## src/rtl/pipe_hazard_ctrl.sv

```systemverilog
// Stall/flush controller for the F/D, D/X and X/M latches and the PC register.
// It handles load-use bubbles, X-stage redirects and the multi-cycle mult/div freeze.
// The optional stall/flush performance counters are enabled by defining STALL_PERF_EN.
module pipe_hazard_ctrl #(
  parameter int MD_TIMEOUT = 40,
  parameter int CNT_W      = 6,
  parameter int PERF_W     = 32
) (
  input  logic              clk,
  input  logic              clr_n,
  input  logic [4:0]        fd_rs,
  input  logic [4:0]        fd_rt,
  input  logic              fd_uses_rt,
  input  logic [4:0]        dx_rd,
  input  logic              dx_is_load,
  input  logic              x_redirect,
  input  logic              md_start,
  input  logic              md_ready,
  output logic              pc_en,
  output logic              fd_en,
  output logic              fd_clr,
  output logic              dx_en,
  output logic              dx_clr,
  output logic              xm_en,
  output logic              xm_clr,
  output logic              md_busy,
  output logic              md_err,
  output logic [PERF_W-1:0] stall_cyc,
  output logic [PERF_W-1:0] flush_cnt
);

  typedef enum logic [0:0] {IDLE, BUSY} state_t;

  state_t             state_q, state_d;
  logic [CNT_W-1:0]   cnt_q, cnt_d;
  logic               md_err_q, md_err_d;

  logic               timeout;
  logic               conflict;
  logic               md_stall;
  logic               redirect_ok;
  logic               load_use;

  function automatic logic [CNT_W-1:0] sat_inc_cnt(input logic [CNT_W-1:0] v);
    sat_inc_cnt = (&v) ? v : v + CNT_W'(1);
  endfunction

  // Hazard detection
  always_comb begin
    timeout     = (state_q == BUSY) && (cnt_q == CNT_W'(MD_TIMEOUT - 1));
    conflict    = md_start & x_redirect;
    md_stall    = ((state_q == IDLE) & md_start & ~md_ready) |
                  ((state_q == BUSY) & ~md_ready & ~timeout);
    // A redirect arriving together with md_start is a protocol error and is dropped.
    redirect_ok = x_redirect & ~md_start & ~md_stall;
    load_use    = dx_is_load & (dx_rd != 5'd0) &
                  ((dx_rd == fd_rs) | (fd_uses_rt & (dx_rd == fd_rt)));
  end

  // Latch control: MD stall > redirect > load-use > normal flow
  always_comb begin
    pc_en   = 1'b1;
    fd_en   = 1'b1;
    fd_clr  = 1'b0;
    dx_en   = 1'b1;
    dx_clr  = 1'b0;
    xm_en   = 1'b1;
    xm_clr  = 1'b0;
    md_busy = 1'b0;
    if (md_stall) begin
      pc_en   = 1'b0;
      fd_en   = 1'b0;
      dx_en   = 1'b0;
      xm_clr  = 1'b1;
      md_busy = 1'b1;
    end else if (redirect_ok) begin
      fd_clr = 1'b1;
      dx_clr = 1'b1;
    end else if (load_use) begin
      pc_en  = 1'b0;
      fd_en  = 1'b0;
      dx_clr = 1'b1;
    end
    if (!clr_n) begin
      pc_en   = 1'b0;
      fd_en   = 1'b0;
      fd_clr  = 1'b1;
      dx_en   = 1'b0;
      dx_clr  = 1'b1;
      xm_en   = 1'b0;
      xm_clr  = 1'b1;
      md_busy = 1'b0;
    end
  end

  // Mult/div FSM next state
  always_comb begin
    state_d  = state_q;
    cnt_d    = '0;
    md_err_d = md_err_q | conflict;
    case (state_q)
      IDLE: begin
        if (md_start && !md_ready) state_d = BUSY;
      end
      BUSY: begin
        if (md_ready) begin
          state_d = IDLE;
        end else if (timeout) begin
          state_d  = IDLE;
          md_err_d = 1'b1;
        end else begin
          cnt_d = sat_inc_cnt(cnt_q);
        end
      end
      default: state_d = IDLE;
    endcase
  end

  always_ff @(posedge clk or negedge clr_n) begin
    if (!clr_n) begin
      state_q  <= IDLE;
      cnt_q    <= '0;
      md_err_q <= 1'b0;
    end else begin
      state_q  <= state_d;
      cnt_q    <= cnt_d;
      md_err_q <= md_err_d;
    end
  end

  assign md_err = md_err_q;

`ifdef STALL_PERF_EN
  logic [PERF_W-1:0] stall_cyc_q, stall_cyc_d;
  logic [PERF_W-1:0] flush_cnt_q, flush_cnt_d;

  function automatic logic [PERF_W-1:0] sat_inc_perf(input logic [PERF_W-1:0] v);
    sat_inc_perf = (&v) ? v : v + PERF_W'(1);
  endfunction

  always_comb begin
    stall_cyc_d = pc_en ? stall_cyc_q : sat_inc_perf(stall_cyc_q);
    flush_cnt_d = redirect_ok ? sat_inc_perf(flush_cnt_q) : flush_cnt_q;
  end

  always_ff @(posedge clk or negedge clr_n) begin
    if (!clr_n) begin
      stall_cyc_q <= '0;
      flush_cnt_q <= '0;
    end else begin
      stall_cyc_q <= stall_cyc_d;
      flush_cnt_q <= flush_cnt_d;
    end
  end

  assign stall_cyc = stall_cyc_q;
  assign flush_cnt = flush_cnt_q;
`else
  assign stall_cyc = '0;
  assign flush_cnt = '0;
`endif

endmodule

```

## config.mk

```make
export PLATFORM = sky130hd
export DESIGN_NAME = pipe_hazard_ctrl
export DESIGN_NICKNAME = d
export VERILOG_FILES = /design/src/rtl/pipe_hazard_ctrl.sv
export SDC_FILE = /design/constraint.sdc
export NUM_CORES = 1
export LEC_CHECK = 0
export ABC_AREA = 1
export CORE_MARGIN = 2
export CORE_UTILIZATION = 30
export DETAILED_ROUTE_END_ITERATION = 16
export PLACE_DENSITY = 0.79
export SYNTH_ARGS = -nofsm -noshare
export SYNTH_HDL_FRONTEND = slang
export SYNTH_SLANG_ARGS = --single-unit
```

## constraint.sdc

```tcl
create_clock -name clk -period 1.4 [get_ports clk]
set_input_delay 0.21 -clock clk [delete_from_list [all_inputs] [get_ports clk]]
set_output_delay 0.21 -clock clk [all_outputs]
set_load 0.005 [all_outputs]
```

==> results.yml, run 1 <==
placement:
  dp.cells: 267
  place_congestion: 0.8450
  portBuffers: 30
  detailedPlacementHpwl_mm: 1.941
  pre_cts_ws_ns: -0.6232
route:
  detail_route.iter0.violations: 41
  via_cell_ratio: 3.721
  drc_errors: 0
  drtPass1Iterations: 4
  antenna_left: 0
  vias: 1027
  wirelength_mm: 2.352
  drt-wirelength-per-cell_um: 8.522
grt:
  first_global_vias: 803
  grt_overflow: 0
  pin_count_of_the_biggest_net_entering_global_routing: 7
  grt_antenna_before_repair: 0
  grt_first_pass_wirelength_mm: 3.436
  grtUsageTotal: 0.1027
pwr:
  cellInternalPower_mw: 0.5403
  cellLeakagePower_nw: 0.8501
  power.share.clock: 0.369
  powerDensity_mw_per_mm2: 528.5
  p_comb_frac: 0.323
  power_mw: 0.7744
  net-switching-power_mw: 0.2340
  vdd_ir_drop_max_mv: 0.2286
  seqPwrFrac: 0.308
  swShare: 0.3022
worst_setup_path:
  critical_path.endpoint_type: "output port"
  cp.arrival_ns: 1.59
  minimum_setup_slack_among_reg_to_reg_paths_ns: -0.01
  ff_to_ff_end: "state_q$_DFF_PN0_"
  r2r_cells: 9
  crit_fanout: 4
  setup.worst_path.start_class: "flop"
  crit_start: "cnt_q[1]$_DFFE_PN0P_"
  reg2reg_from: "cnt_q[1]$_DFFE_PN0P_"
  setup.worst_path.class: "reg -> out"
  worstSetupEndpoint: "dx_clr"
  worst_ep_required_time_ns: 1.19
sta:
  skew_ns: 0.006327
  grt_setup_unrepaired: "true"
  finalCritPeriodShare: 1.286
  max_freq_mhz: 555.3
  final-max-slew-violation-count: 0
  fin_setup_tns_ns: -2.425
  hold_viol: 0
  final_critical_path_setup_slack_ns: -0.4010
  period_needed_ns: 1.801
  finalSetupViolCount: 8
min_path:
  worstHoldPathType: "in -> async"
finish:
  post-route-util: 0.3972
  syn_to_final_growth_pct: 26.19
  final_cells: 276
  num-nets-final: 253
  num_antenna_cells: 0
  drive_above_1_share: 0.1842
  multi_input_comb_area_um2: 649.4
  nFillCells: 392
  seqCellArea_um2: 200.2
yosys:
  synth.top_cells.by_count: "sky130_fd_sc_hd__buf_4, sky130_fd_sc_hd__nand2_1, sky130_fd_sc_hd__inv_1"
  yosysTopAreaCellShare: 0.4267
  yosysTopAreaCell: "sky130_fd_sc_hd__buf_4"
  synth.area.top_cells: "sky130_fd_sc_hd__buf_4, sky130_fd_sc_hd__dfrtp_1, sky130_fd_sc_hd__nand2_1"
  synth_seq_cells: 8
  syn_inst: 180
  dominantRegCellSynth: "sky130_fd_sc_hd__dfrtp_1"
  yosys_warning_count: 0
  synthesis.area_per_instance_um2: 6.451
  ys_types: 20
  yosysSeqAreaShare: 0.1724
  share_of_flip_flops_with_an_asynchronous_set_or_reset: 1.000
  syn-cell-area_mm2: 0.001161
  post_synth_edffs: 0
  most_numerous_cell_in_the_yosys_netlist: "sky130_fd_sc_hd__buf_4"
die:
  start_util: 0.3148
  die_h_um: 66.21
  floorplan.die.width_um: 66.21
  fp.coreArea_mm2: 0.003689
  design.die.area_mm2: 0.004384
  ios: 95
  placementRows: 22
run:
  drv_cap: 0
clock_network:
  htreeDepth: 1
  cts.reportedPaths.clkPinSlew_ns: 0.04
  later_pin_clock_latency_in_the_skew_report_ns: 0.24
  tritoncts_clock_tree: "done"
  cts_buffer_depth: 2
  cts-buffers-inserted: 3
  cts_root_buf: "sky130_fd_sc_hd__clkbuf_8"
  cts.sinks: 8
status:
  status: "finished, violations left"
  violations: "negative setup slack"
-- state kept, by name, indices dropped and copies added, names as in the netlist --
| register | count |
|---|---|
| cnt_q | 6 |
| state_q | 1 |
| md_err | 1 |
-- power by group through the flow --
stage / clock network, mW / logic, mW / registers, mW
after floorplan: 0 / 0.243 / 0.241
after global placement: 0 / 0.233 / 0.242
after detailed placement: 0 / 0.236 / 0.242
after CTS: 0.288 / 0.235 / 0.239
after global routing: 0.297 / 0.283 / 0.239
final: 0.286 / 0.250 / 0.239
-- routing by layer --
| layer | global-route usage | up-vias | share of wire |
|---|---|---|---|
| met5 | 0 | - | 0 |
| met1 | 0.1120 | 445 | 0.36 |
| li1 | - | 517 | - |
| met3 | 0.01022 | 7 | 0.083 |
| met4 | 0.06633 | 0 | 0.032 |
| met2 | 0.1863 | 58 | 0.53 |
-- what timing repair did --
item                                    CTS  global route
hold buffers                              0             0
endpoints found under the hold margin     0             0
pin swaps                                10            10
buffers inserted                          4             3
endpoints found under the setup margin    8            11
resized for setup                        34             9
-- area by class of cell --
cell class / instances / area share
timing repair buffer: 48 / 0.2818
inverter: 27 / 0.06917
sequential: 8 / 0.1366
multi-input combinational: 142 / 0.4432
clock buffer: 3 / 0.02818
tap: 48 / 0.04099
-- cells by family after synthesis --
family	after synthesis	synth area share
flops	8	0.1724
simple gates	65	0.2381
buf+inv	93	0.5140
fa+ha+maj	1	0.01077
xor+xnor	1	0.007544
other cells	1	0.003230
compound gates	11	0.05388
-- cell usage in the layout, fill, tap and decap left out, types with 2 or more instances in the layout --
master                            Yosys  final
sky130_fd_sc_hd__conb_1               1     64
sky130_fd_sc_hd__nand2_1             38     36
sky130_fd_sc_hd__inv_1               26     23
sky130_fd_sc_hd__clkdlybuf4s50_1      0     22
sky130_fd_sc_hd__buf_4               66     17
sky130_fd_sc_hd__nor2_1              14     10
sky130_fd_sc_hd__dfrtp_1              8      8
sky130_fd_sc_hd__nand3_1              8      6
sky130_fd_sc_hd__buf_2                0      5
sky130_fd_sc_hd__inv_2                1      4
sky130_fd_sc_hd__nor2_2               0      3
sky130_fd_sc_hd__a21oi_1              3      3
sky130_fd_sc_hd__o21ai_0              3      3
sky130_fd_sc_hd__clkbuf_8             0      3
sky130_fd_sc_hd__nand2_2              0      2
sky130_fd_sc_hd__nand4_1              2      2
sky130_fd_sc_hd__nor2_4               1      2
sky130_fd_sc_hd__o21ai_1              2      2
sky130_fd_sc_hd__dlygate4sd2_1        0      2
sky130_fd_sc_hd__buf_6                0      2
-- worst max-delay path: stages, from the launching register on --
cell                      delay (ns)
sky130_fd_sc_hd__dfrtp_1        0.35
sky130_fd_sc_hd__ha_2           0.19
sky130_fd_sc_hd__nand2_2        0.06
sky130_fd_sc_hd__nor2_2         0.10
sky130_fd_sc_hd__nand4_1        0.10
sky130_fd_sc_hd__nand2_1        0.08
sky130_fd_sc_hd__inv_2          0.07
sky130_fd_sc_hd__nor2_2         0.09
sky130_fd_sc_hd__nor2_2         0.05
sky130_fd_sc_hd__buf_4          0.13
sky130_fd_sc_hd__nand2_2        0.05
sky130_fd_sc_hd__buf_2          0.10
-- stage by stage --
step                instance area [um2]  hold WS, ns
finish                             1465      0.06609
detailed placement                 1353       0.4826
floorplan                          1398     -0.08559
CTS                                1410      0.07278
global route                       1465      0.08255
global placement                   1353       0.4668
-- how the worst min path moves through the flow --
| stage | start | end | slack, ns | depth (start not counted) |
|---|---|---|---|---|
| after floorplan | clr_n | cnt_q[0]$_DFFE_PN0P_ | -0.09 | 0 |
| after global placement | md_err$_DFF_PN0_ | md_err$_DFF_PN0_ | 0.47 | 2 |
| after detailed placement | md_err$_DFF_PN0_ | md_err$_DFF_PN0_ | 0.48 | 2 |
| after CTS | clr_n | cnt_q[4]$_DFFE_PN0P_ | 0.07 | 2 |
| after global routing | clr_n | cnt_q[4]$_DFFE_PN0P_ | 0.08 | 2 |
| final | clr_n | cnt_q[4]$_DFFE_PN0P_ | 0.07 | 2 |
Note: power is estimated with default switching activity, not from simulation.
==> run 2: changes to the inputs <==
--- a/config.mk
+++ b/config.mk
@@ -7,9 +7,9 @@
 export LEC_CHECK = 0
 export ABC_AREA = 1
 export CORE_MARGIN = 2
-export CORE_UTILIZATION = 30
+export CORE_UTILIZATION = 29
 export DETAILED_ROUTE_END_ITERATION = 16
-export PLACE_DENSITY = 0.79
+export PLACE_DENSITY = 0.77
 export SYNTH_ARGS = -nofsm -noshare
 export SYNTH_HDL_FRONTEND = slang
 export SYNTH_SLANG_ARGS = --single-unit
==> results.yml, run 2 (same netlist as run 1, synthesis figures left out) <==
worst_setup_path:
  reg2reg_from: "state_q$_DFF_PN0_"
  setup.worst_path.class: "reg -> out"
  r2r_cells: 7
  worstSetupEndpoint: "dx_clr"
  worst_ep_required_time_ns: 1.19
  cp.arrival_ns: 1.66
  crit_start: "cnt_q[0]$_DFFE_PN0P_"
  setup.worst_path.start_class: "flop"
  ff_to_ff_end: "cnt_q[5]$_DFFE_PN0P_"
  minimum_setup_slack_among_reg_to_reg_paths_ns: 0.03
  crit_fanout: 4
  critical_path.endpoint_type: "output port"
sta:
  finalCritPeriodShare: 1.335
  skew_ns: 0.003256
  hold_viol: 0
  period_needed_ns: 1.870
  grt_setup_unrepaired: "true"
  final-max-slew-violation-count: 0
  finalHoldWorstSlack_ns: 0.07045
  max_freq_mhz: 534.9
  final_critical_path_setup_slack_ns: -0.4695
  finalSetupViolCount: 7
die:
  floorplan.die.width_um: 67.28
  fp.coreArea_mm2: 0.003744
  ios: 95
  placementRows: 22
  die_h_um: 67.28
  design.die.area_mm2: 0.004526
  start_util: 0.3102
pwr:
  p_comb_frac: 0.323
  seqPwrFrac: 0.315
  cellInternalPower_mw: 0.5344
  cellLeakagePower_nw: 0.8592
  swShare: 0.2948
  power_mw: 0.7577
  powerDensity_mw_per_mm2: 506.8
  vdd_ir_drop_max_mv: 0.1988
  net-switching-power_mw: 0.2234
  power.share.clock: 0.362
grt:
  grtUsageTotal: 0.1055
  pin_count_of_the_biggest_net_entering_global_routing: 8
  grt_first_pass_wirelength_mm: 3.739
  grt_overflow: 0
  first_global_vias: 944
  grt_antenna_before_repair: 0
route:
  drc_errors: 0
  detail_route.iter0.violations: 32
  drt-wirelength-per-cell_um: 8.480
  antenna_left: 0
  vias: 1010
  drtPass1Iterations: 3
  via_cell_ratio: 3.646
  wirelength_mm: 2.349
finish:
  num_antenna_cells: 0
  largest_register_ffs: 6
  num-nets-final: 254
  layout_commonest_cell: "sky130_fd_sc_hd__conb_1"
  post-route-util: 0.3994
  drive_above_1_share: 0.1965
  syn_to_final_growth_pct: 28.77
  layout.cells.most_common_list: "sky130_fd_sc_hd__conb_1, sky130_fd_sc_hd__nand2_1, sky130_fd_sc_hd__inv_1"
  final_cells: 277
  max_flop_register: "cnt_q"
clock_network:
  cts_root_buf: "sky130_fd_sc_hd__clkbuf_8"
  cts_buffer_depth: 2
  cts.sinks: 8
  tritoncts_clock_tree: "done"
  htreeDepth: 1
  later_pin_clock_latency_in_the_skew_report_ns: 0.23
  cts.reportedPaths.clkPinSlew_ns: 0.04
  cts-buffers-inserted: 3
placement:
  detailedPlacementHpwl_mm: 1.942
  portBuffers: 30
  place_congestion: 0.7692
  dp.cells: 266
run:
  drv_cap: 0
status:
  status: "finished, violations left"
  violations: "negative setup slack"
min_path:
  worstHoldPathType: "in -> async"
run 2: what timing repair did:
action,4_1_cts,5_1_grt
pin swaps,11,9
setup endpoints to repair,10,13
setup buffers,15,3
hold buffers,0,0
resized for setup,39,9
run 2: worst max-delay path: stages, from the launching register on:
cell                      delay [ns]
sky130_fd_sc_hd__dfrtp_1        0.35
sky130_fd_sc_hd__ha_2           0.20
sky130_fd_sc_hd__nand2_2        0.07
sky130_fd_sc_hd__nor2_2         0.11
sky130_fd_sc_hd__nand4_1        0.12
sky130_fd_sc_hd__nand2_1        0.10
sky130_fd_sc_hd__inv_2          0.07
sky130_fd_sc_hd__nor2_4         0.08
sky130_fd_sc_hd__nor2_2         0.04
sky130_fd_sc_hd__buf_4          0.13
sky130_fd_sc_hd__nand2_2        0.05
sky130_fd_sc_hd__buf_2          0.11
run 2: worst min-delay path by stage:
stage | from | end | slack (ns) | cells past startpoint
6_report | clr_n | state_q$_DFF_PN0_ | 0.07 | 2
4_1_cts | clr_n | state_q$_DFF_PN0_ | 0.07 | 2
3_5_place_dp | md_err$_DFF_PN0_ | md_err$_DFF_PN0_ | 0.48 | 2
5_1_grt | clr_n | state_q$_DFF_PN0_ | 0.07 | 2
2_1_floorplan | clr_n | cnt_q[0]$_DFFE_PN0P_ | -0.09 | 0
3_3_place_gp | md_err$_DFF_PN0_ | md_err$_DFF_PN0_ | 0.47 | 2
run 2: final cells by class:
class / instances / area (um2)
well taps: 48 / 60.06
clock buffers: 3 / 41.29
fillers: 390 / 2248
inverters: 27 / 101.3
multi-input cells: 142 / 664.4
repair buffers: 49 / 427.9
flip-flops and latches: 8 / 200.2
run 2: power groups by stage:
| stage | sequential, mW | combinational [mW] | clock (mW) |
|---|---|---|---|
| floorplan | 0.241 | 0.243 | 0 |
| global placement | 0.242 | 0.232 | 0 |
| detailed placement | 0.242 | 0.235 | 0 |
| CTS | 0.239 | 0.231 | 0.278 |
| global route | 0.239 | 0.276 | 0.299 |
| finish | 0.239 | 0.244 | 0.274 |
run 2: per-stage QoR:
step | cell area, um2 | setup slack [ns] | setup TNS [ns]
after floorplan | 1398 | -0.05278 | -0.05278
after global placement | 1345 | -0.6286 | -4.003
after detailed placement | 1345 | -0.6550 | -4.162
after CTS | 1505 | -0.4964 | -3.082
after global routing | 1495 | -0.5771 | -3.726
final | 1495 | -0.4695 | -2.693
run 2: layer usage:
layer | global-route usage | part of all wire | vias up
met1 | 0.1100 | 0.38 | 434
li1 | - | - | 516
met2 | 0.2079 | 0.52 | 53
met5 | 0 | 0 | -
met3 | 0.01000 | 0.068 | 7
met4 | 0.05102 | 0.031 | 0
==> run 3: changes to the inputs <==
--- a/config.mk
+++ b/config.mk
@@ -9,7 +9,7 @@
 export CORE_MARGIN = 2
 export CORE_UTILIZATION = 29
 export DETAILED_ROUTE_END_ITERATION = 16
-export PLACE_DENSITY = 0.77
+export PLACE_DENSITY = 0.74
 export SYNTH_ARGS = -nofsm -noshare
 export SYNTH_HDL_FRONTEND = slang
 export SYNTH_SLANG_ARGS = --single-unit
==> constraint.sdc (replaced) <==
create_clock -name clk -period 2.09 [get_ports clk]
set_input_delay 0.3135 -clock clk [delete_from_list [all_inputs] [get_ports clk]]
set_output_delay 0.3135 -clock clk [all_outputs]
set_load 0.005 [all_outputs]
==> results.yml, run 3 (same netlist as run 1, synthesis figures left out) <==
sta:
  skew_ns: 0.001335
  grt_setup_unrepaired: "false"
  final_critical_path_setup_slack_ns: 0.1333
  hold_viol: 0
  finalCritPeriodShare: 0.9362
  max_freq_mhz: 511.1
  final-max-slew-violation-count: 0
  finalSetupViolCount: 0
  period_needed_ns: 1.957
worst_setup_path:
  setup.worst_path.start_class: "flop"
  critical_path.endpoint_type: "output port"
  cp.arrival_ns: 1.64
  crit_fanout: 4
  worst_ep_required_time_ns: 1.78
  r2r_cells: 8
  setup.worst_path.class: "reg -> out"
grt:
  grt_first_pass_wirelength_mm: 3.208
  grt_overflow: 0
  grtUsageTotal: 0.09303
  pin_count_of_the_biggest_net_entering_global_routing: 7
  grt_antenna_before_repair: 0
  first_global_vias: 771
finish:
  summed_area_of_non_filler_cells_in_the_final_layout_mm2: 0.001384
  syn_to_final_growth_pct: 19.18
  layout.cells.most_common_list: "sky130_fd_sc_hd__conb_1, sky130_fd_sc_hd__nand2_1, sky130_fd_sc_hd__inv_1"
  largest_register_ffs: 6
  max_flop_register: "cnt_q"
  num_antenna_cells: 0
  num-nets-final: 246
  layout_commonest_cell: "sky130_fd_sc_hd__conb_1"
  drive_above_1_share: 0.1131
die:
  design.die.area_mm2: 0.004526
  start_util: 0.3102
  ios: 95
  die_h_um: 67.28
  fp.coreArea_mm2: 0.003744
  placementRows: 22
  floorplan.die.width_um: 67.28
clock_network:
  htreeDepth: 1
  later_pin_clock_latency_in_the_skew_report_ns: 0.23
  cts-buffers-inserted: 3
  cts_root_buf: "sky130_fd_sc_hd__clkbuf_8"
  cts.reportedPaths.clkPinSlew_ns: 0.04
  cts.sinks: 8
  tritoncts_clock_tree: "done"
  cts_buffer_depth: 2
pwr:
  vdd_ir_drop_max_mv: 0.1275
  power.share.clock: 0.370
  p_comb_frac: 0.312
  cellInternalPower_mw: 0.3558
  cellLeakagePower_nw: 0.8289
  seqPwrFrac: 0.319
  powerDensity_mw_per_mm2: 362.2
  net-switching-power_mw: 0.1454
  swShare: 0.2900
run:
  drv_cap: 0
placement:
  placedInstanceArea_mm2: 0.001323
  pre_cts_ws_ns: -0.1743
  detailedPlacementHpwl_mm: 1.840
  portBuffers: 30
  place_congestion: 0.8530
route:
  vias: 988
  antenna_left: 0
  via_cell_ratio: 3.673
  drtPass1Iterations: 4
  wirelength_mm: 2.147
  drc_errors: 0
  drt-wirelength-per-cell_um: 7.981
  detail_route.iter0.violations: 39
min_path:
  worstHoldPathType: "in -> async"
status:
  status: "completed"
==> run 3: cell count changes in the layout (fill, tap and decap cells not counted), moves of 3 or more <==
| cell | before | now |
|---|---|---|
| sky130_fd_sc_hd__buf_6 | 4 | 0 |
| sky130_fd_sc_hd__nor2_1 | 10 | 13 |
| sky130_fd_sc_hd__buf_4 | 16 | 11 |
| sky130_fd_sc_hd__buf_2 | 5 | 1 |
==> run 3: worst max-delay path, stage by stage (launching register included) <==
cell	delay, ns
sky130_fd_sc_hd__dfrtp_1	0.38
sky130_fd_sc_hd__ha_2	0.19
sky130_fd_sc_hd__nand2_2	0.09
sky130_fd_sc_hd__nor2_4	0.04
sky130_fd_sc_hd__nand4_1	0.08
sky130_fd_sc_hd__nand2_1	0.07
sky130_fd_sc_hd__inv_2	0.07
sky130_fd_sc_hd__nor2_1	0.04
sky130_fd_sc_hd__nor2_1	0.12
sky130_fd_sc_hd__nand2_1	0.06
sky130_fd_sc_hd__dlygate4sd2_1	0.26
==> run 3: per-layer routing <==
layer,routed length [um],global-route usage
met5,0,0
met4,31,0.05102
met3,178,0.006667
met2,1110,0.1708
met1,826,0.1061
==> run 3: cell type report <==
type,count,area (um2)
Fill cell,421,2360
Tap cell,48,60.06
Timing Repair Buffer,41,365.4
Inverter,27,101.3
Sequential cell,8,200.2
Multi-Input combinational cell,142,615.6
Clock buffer,3,41.29
==> run 3: timing repair <==
item,4_1_cts,5_1_grt
endpoints found under the setup margin,7,6
hold buffers,0,0
setup buffers,1,2
pin swaps,3,4
gates resized for setup,14,9
==> run 3: path summary, 6_finish.rpt <==
path,start,end,slack [ns]
min reg2reg,md_err$_DFF_PN0_,md_err$_DFF_PN0_,0.48
max reg2reg,cnt_q[0]$_DFFE_PN0P_,cnt_q[1]$_DFFE_PN0P_,0.55
min in group clk,md_err$_DFF_PN0_,md_err$_DFF_PN0_,0.48
max in group asynchronous,clr_n,cnt_q[4]$_DFFE_PN0P_,1.52
min,clr_n,state_q$_DFF_PN0_,0.44
max,cnt_q[0]$_DFFE_PN0P_,dx_clr,0.13
==> run 3: through the flow <==
stage / utilization / cells / power (mW) / setup TNS, ns / hold slack (ns)
global placement: 0.3533 / 263 / 0.3201 / -0.4781 / 0.4678
CTS: 0.3666 / 267 / 0.5027 / 0 / 0.4517
detailed placement: 0.3533 / 263 / 0.3215 / -0.5121 / 0.4909
finish: 0.3697 / 269 / 0.5012 / 0 / 0.4409
floorplan: - / 243 / 0.3243 / 0 / 0.01791
global route: 0.3697 / 269 / 0.5355 / 0 / 0.4548
==> run 3: power groups by stage <==
stage | Combinational, mW | Sequential [mW] | Clock (mW)
2_1_floorplan | 0.163 | 0.162 | 0
3_3_place_gp | 0.158 | 0.162 | 0
3_5_place_dp | 0.160 | 0.162 | 0
4_1_cts | 0.154 | 0.160 | 0.189
5_1_grt | 0.178 | 0.160 | 0.197
6_report | 0.156 | 0.160 | 0.185
==> variant 1: new RTL, flow settings as in run 1 <==
Register the output `md_err` once more, cleared by the reset; this adds one clock of latency there. The other outputs are not delayed to match.
--- a/src/rtl/pipe_hazard_ctrl.sv
+++ b/src/rtl/pipe_hazard_ctrl.sv
@@ -128,7 +128,13 @@
     end
   end
 
-  assign md_err = md_err_q;
+  always_ff @(posedge clk or negedge clr_n) begin
+    if (!clr_n) begin
+      md_err <= '0;
+    end else begin
+      md_err <= md_err_q;
+    end
+  end
 
 `ifdef STALL_PERF_EN
   logic [PERF_W-1:0] stall_cyc_q, stall_cyc_d;
Check against the original RTL: not equivalent (Yosys sat finds a counterexample within 4 cycles, from zero or initial values).
==> variant 1 against run 1 <==
  * The run still ends with negative setup slack left
  * Final area increased by 3.0%
  * Total power increased by 7.0%
  * Area after synthesis increased by 5.6%
  * Register-to-register slack improved by 0.07 ns
  * Combinational power about the same
  * Wire length decreased by 4.2%
  * Sequential cell count increased by 1
  * Worst setup slack got worse by 0.058 ns
==> variant 1: results <==
placement:
  hpwl_um: 1980
  dp_worst_setup_slack_ns: -0.641
  dp_cells: 274
  place_congestion: 0.729
  io_buffers: 30
finish:
  drive_above_1_share: 0.170
  largest_reg_flops: 6
  layout.nets: 253
  antenna_cells: 0
  regMostFlops: "cnt_q"
detailed_routing:
  drt-initial-drc-count: 31
  dr.pass1.iters: 4
  dr_total_vias: 1008
  wl_per_cell_um: 8.08
  viasPerCell: 3.61
critical_path:
  cpPeakStageDelay_ns: 0.35
  cpMaxStageDelayCell: "dfrtp_1"
  crit_family: "simple AND/OR/NAND/NOR gates"
  cp_max_fo: 4
  cp.arrival_ns: 1.65
global_route:
  grt_pass1_vias: 808
  grt.total_usage: 0.0939
  antenna_found_initial: 0
  grt_first_pass_wirelength_um: 3280
  grt_max_degree: 10
clock_tree:
  cts_max_path_buffers: 2
  numCtsBuffers: 3
  clock_latency_ns: 0.24
  clk_pin_slew_ns: 0.05
  cts-root-buf: "clkbuf_8"
  htreeDepth: 1
power_and_ir_drop:
  p_leak_nw: 0.872
  ir_worst_vdd_mv: 0.208
synthesis:
  yosysUniqueCellTypes: 24
  yosys_warnings: 0
  synth_flop_cell: "dfrtp_1"
  avgSynthCellArea_um2: 6.70
  yosysMostFrequentCell: "buf_4"
  synth_area_leaders: "buf_4 (40%), dfrtp_1 (18%), nand2_1 (11%), inv_1 (7.7%), nor2_1 (3.7%)"
  synth_commonest_cells: "buf_4 (66), nand2_1 (36), inv_1 (25), nor2_1 (12), dfrtp_1 (9)"
  ys_seq_area_frac: 0.184
  synthArstFlopShare: 1.00
sta:
  layout_setup_ws_ns: -0.459
  setup_viol: 7
  clock_skew_ns: 0.00453
  tns_ns: -2.83
status:
  status: "complete, but fails checks"
  violations: "negative setup slack"
min_path:
  hp-class: "reg -> reg"
variant 1: cell count changes in the layout (fill, tap and decap cells not counted), moves of 2 or more:
cell     delta
buf_4       -3
nor2_1      +2
nor2_2      -2
inv_2       -2
a21oi_1     +2
nand2_1     -2
o21ai_1     -2
variant 1: layer usage:
| layer | part of all wire | up-vias | global-route usage |
|---|---|---|---|
| met5 | 0 | - | 0 |
| met4 | 0.0071 | 0 | 0.0375 |
| met3 | 0.091 | 2 | 0.0181 |
| met2 | 0.55 | 50 | 0.176 |
| met1 | 0.35 | 444 | 0.102 |
| li1 | - | 512 | - |
variant 1: cells by family after synthesis:
kind of cell               after synthesis  synth area share
AOI/OAI and AO/OA                       11            0.0480
adders and majority gates                1            0.0102
and+or+nand+nor                         67             0.259
xor gates and xnor gates                 1           0.00714
DFF                                      9             0.184
other                                    1           0.00306
buffers and inverters                   93             0.489
variant 1: cell type report:
class | instances | area [um^2]
timing repair buffer | 45 | 405
sequential | 9 | 225
inverter | 27 | 104
tap | 50 | 62.6
clock buffer | 4 | 45.0
fill | 443 | 2460
multi-input combinational | 144 | 667
variant 1: final timing paths:
| check | from | endpoint | slack (ns) | depth (start not counted) |
|---|---|---|---|---|
| hold / removal | md_err_q | md_err | 0.39 | 0 |
| setup / recovery | cnt_q[0] | pc_en | -0.46 | 11 |
| max in group asynchronous | clr_n | cnt_q[2] | 0.81 | 3 |
| hold reg to reg | md_err_q | md_err | 0.39 | 0 |
| min in group asynchronous | clr_n | state_q | 0.45 | 3 |
| setup reg to reg | cnt_q[0] | cnt_q[3] | 0.06 | 7 |
variant 1: power breakdown:
part	internal, W	switching, W	leakage (nW)
combinational	0.000119	0.000131	0.736
clock	0.000199	0.000112	0.0228
sequential	0.000265	0.00000280	0.113
total	0.000583	0.000246	0.872
variant 1: stage by stage:
stage,cell area (um^2),utilization
after floorplan,1480,-
after global placement,1460,0.368
after detailed placement,1460,0.368
after CTS,1480,0.372
after global routing,1510,0.380
final,1510,0.380
variant 1: repair_timing:
action	CTS	global route
resized for setup	27	4
buffers inserted	0	1
endpoints found under the setup margin	8	10
pin swaps	7	5
==> variant 2: new RTL, config.mk and constraints of run 1 <==
Made on the original files. Set the parameter `CNT_W` to 12 (it was 6).
--- a/src/rtl/pipe_hazard_ctrl.sv
+++ b/src/rtl/pipe_hazard_ctrl.sv
@@ -3,7 +3,7 @@
 // The optional stall/flush performance counters are enabled by defining STALL_PERF_EN.
 module pipe_hazard_ctrl #(
   parameter int MD_TIMEOUT = 40,
-  parameter int CNT_W      = 6,
+  parameter int CNT_W      = 12,
   parameter int PERF_W     = 32
 ) (
   input  logic              clk,
Behaviour: same outputs for any inputs over 10 cycles, from zero or initial values; that may be too few to reach the edited logic, so the function may still have changed.
==> variant 2 against run 1 <==
  * The run still ends with negative setup slack left
  * Largest cell class unchanged
  * Area after synthesis rose by 38%
  * Wire length rose by 67%
  * Final area up 50%
  * Sequential cell count is 6 higher
  * Largest power group is now sequential cells
  * Clock power increased by 40%
  * Worst setup slack lost 0.069 ns
  * Total power rose by 46%
==> variant 2: results <==
finish:
  antenna_cells: 0
  drive_above_1_share: 0.295
  layout.nets: 336
  fillCellCount: 541
  regMostFlops: "cnt_q"
  largest_reg_flops: 12
critical_path:
  crit_family: "simple AND/OR/NAND/NOR gates"
  cpMaxStageDelayCell: "dfrtp_1"
  cp.arrival_ns: 1.66
  cp_max_fo: 3
  cpPeakStageDelay_ns: 0.41
  rrSetupSlack_ns: -0.27
clock_tree:
  clock_latency_ns: 0.25
  clk_pin_slew_ns: 0.06
  cts_max_path_buffers: 2
  numCtsBuffers: 3
  cts-root-buf: "clkbuf_8"
  htreeDepth: 1
detailed_routing:
  highest_layer: "met4"
  route.met2.wl_um: 2190
  finalWirelength_um: 3920
  dr_total_vias: 1495
  wl_met1_um: 1450
  wl_met3_um: 211
  dr.pass1.iters: 4
  drt-initial-drc-count: 61
synthesis:
  synth_flop_cell: "dfrtp_1"
  synthArstFlopShare: 1.00
  yosysUniqueCellTypes: 25
  synth_commonest_cells: "buf_4 (66), nand2_1 (58), inv_1 (31), nor2_1 (22), nand3_1 (18)"
  synth_compound_area_frac: 0.0475
  synthMuxAreaShare: 0
  yosys.area_share.adder: 0.00779
  ys_seq_area_frac: 0.218
  yosys_warnings: 0
  synth_area_leaders: "buf_4 (31%), dfrtp_1 (22%), nand2_1 (14%), inv_1 (7.2%), nand3_1 (5.6%)"
  synth_xor_area_frac: 0.0109
power_and_ir_drop:
  p_leak_nw: 1.16
  ir_worst_vdd_mv: 0.197
  netSwitchingPower_w: 0.000329
placement:
  hpwl_um: 2730
  dp_worst_setup_slack_ns: -0.676
  io_buffers: 30
  placed_cell_area_mm2: 0.00193
  place_congestion: 0.838
sta:
  layout_setup_ws_ns: -0.470
  setup_viol: 20
  clock_skew_ns: 0.000834
status:
  status: "complete, but fails checks"
  violations: "negative setup slack"
global_route:
  grt.total_usage: 0.121
  antenna_found_initial: 0
  grt_first_pass_wirelength_um: 5780
  grt_pass1_vias: 1279
  grt_max_degree: 18
min_path:
  hp-class: "in -> async"
[variant 2: cell types whose count changed after synthesis, sizes merged, moves of 6 or more]
cell,change
nand3,+11
dfrtp,+6
nor2,+11
inv,+8
nand2,+24
[variant 2: area by class of cell]
class,instances,area (um^2),area share
well taps,70,87.6,0.0398
clock buffers,4,55.1,0.0250
multi-input cells,194,1010,0.458
flip-flops and latches,14,350,0.159
inverters,35,149,0.0676
repair buffers,65,553,0.251
[variant 2: worst paths after layout]
path,from,to,cells past startpoint
worst max register to register,cnt_q[1],cnt_q[6],11
worst max-delay path,cnt_q[1],pc_en,11
max in group asynchronous,clr_n,cnt_q[10],2
min in group clk,md_err,md_err,2
worst min register to register,md_err,md_err,2
worst min-delay path,clr_n,cnt_q[8],2
[variant 2: power by group through the flow]
stage                     registers, W  logic, W  clock network [W]
after floorplan               0.000423  0.000268                  0
after global placement        0.000422  0.000282                  0
after CTS                     0.000416  0.000302           0.000411
after global routing          0.000417  0.000353           0.000431
final                         0.000416  0.000317           0.000400
after detailed placement      0.000422  0.000286                  0
[variant 2: routing by layer]
layer	track usage	vias to the layer above
met1	0.137	669
li1	-	756
met5	0	-
met2	0.226	62
met3	0.0235	8
met4	0.0375	0
[variant 2: kinds of logic (layout without fill, tap and decap cells)]
kind of cell / count (synthesis) / after routing
compound gates: 13 / 13
xor+xnor: 2 / 2
fa+ha+maj: 1 / 1
buf+inv: 102 / 104
flops: 14 / 14
other cells: 1 / 64
simple gates: 114 / 114
[variant 2: repair_timing]
action                     CTS  global route
resized for setup           63            15
setup endpoints to repair   20            20
hold buffers                 0             0
gates cloned                 0             0
pin swaps                   15             9
hold endpoints to repair     0             0
buffers inserted             9             3
[variant 2: through the flow]
| step | TNS [ns] | hold slack, ns | cells |
|---|---|---|---|
| after floorplan | -0.240 | -0.0856 | 310 |
| after global placement | -4.95 | 0.473 | 368 |
| after detailed placement | -5.34 | 0.481 | 368 |
| after CTS | -4.07 | 0.404 | 379 |
| after global routing | -7.70 | 0.411 | 382 |
| final | -6.04 | 0.391 | 382 |
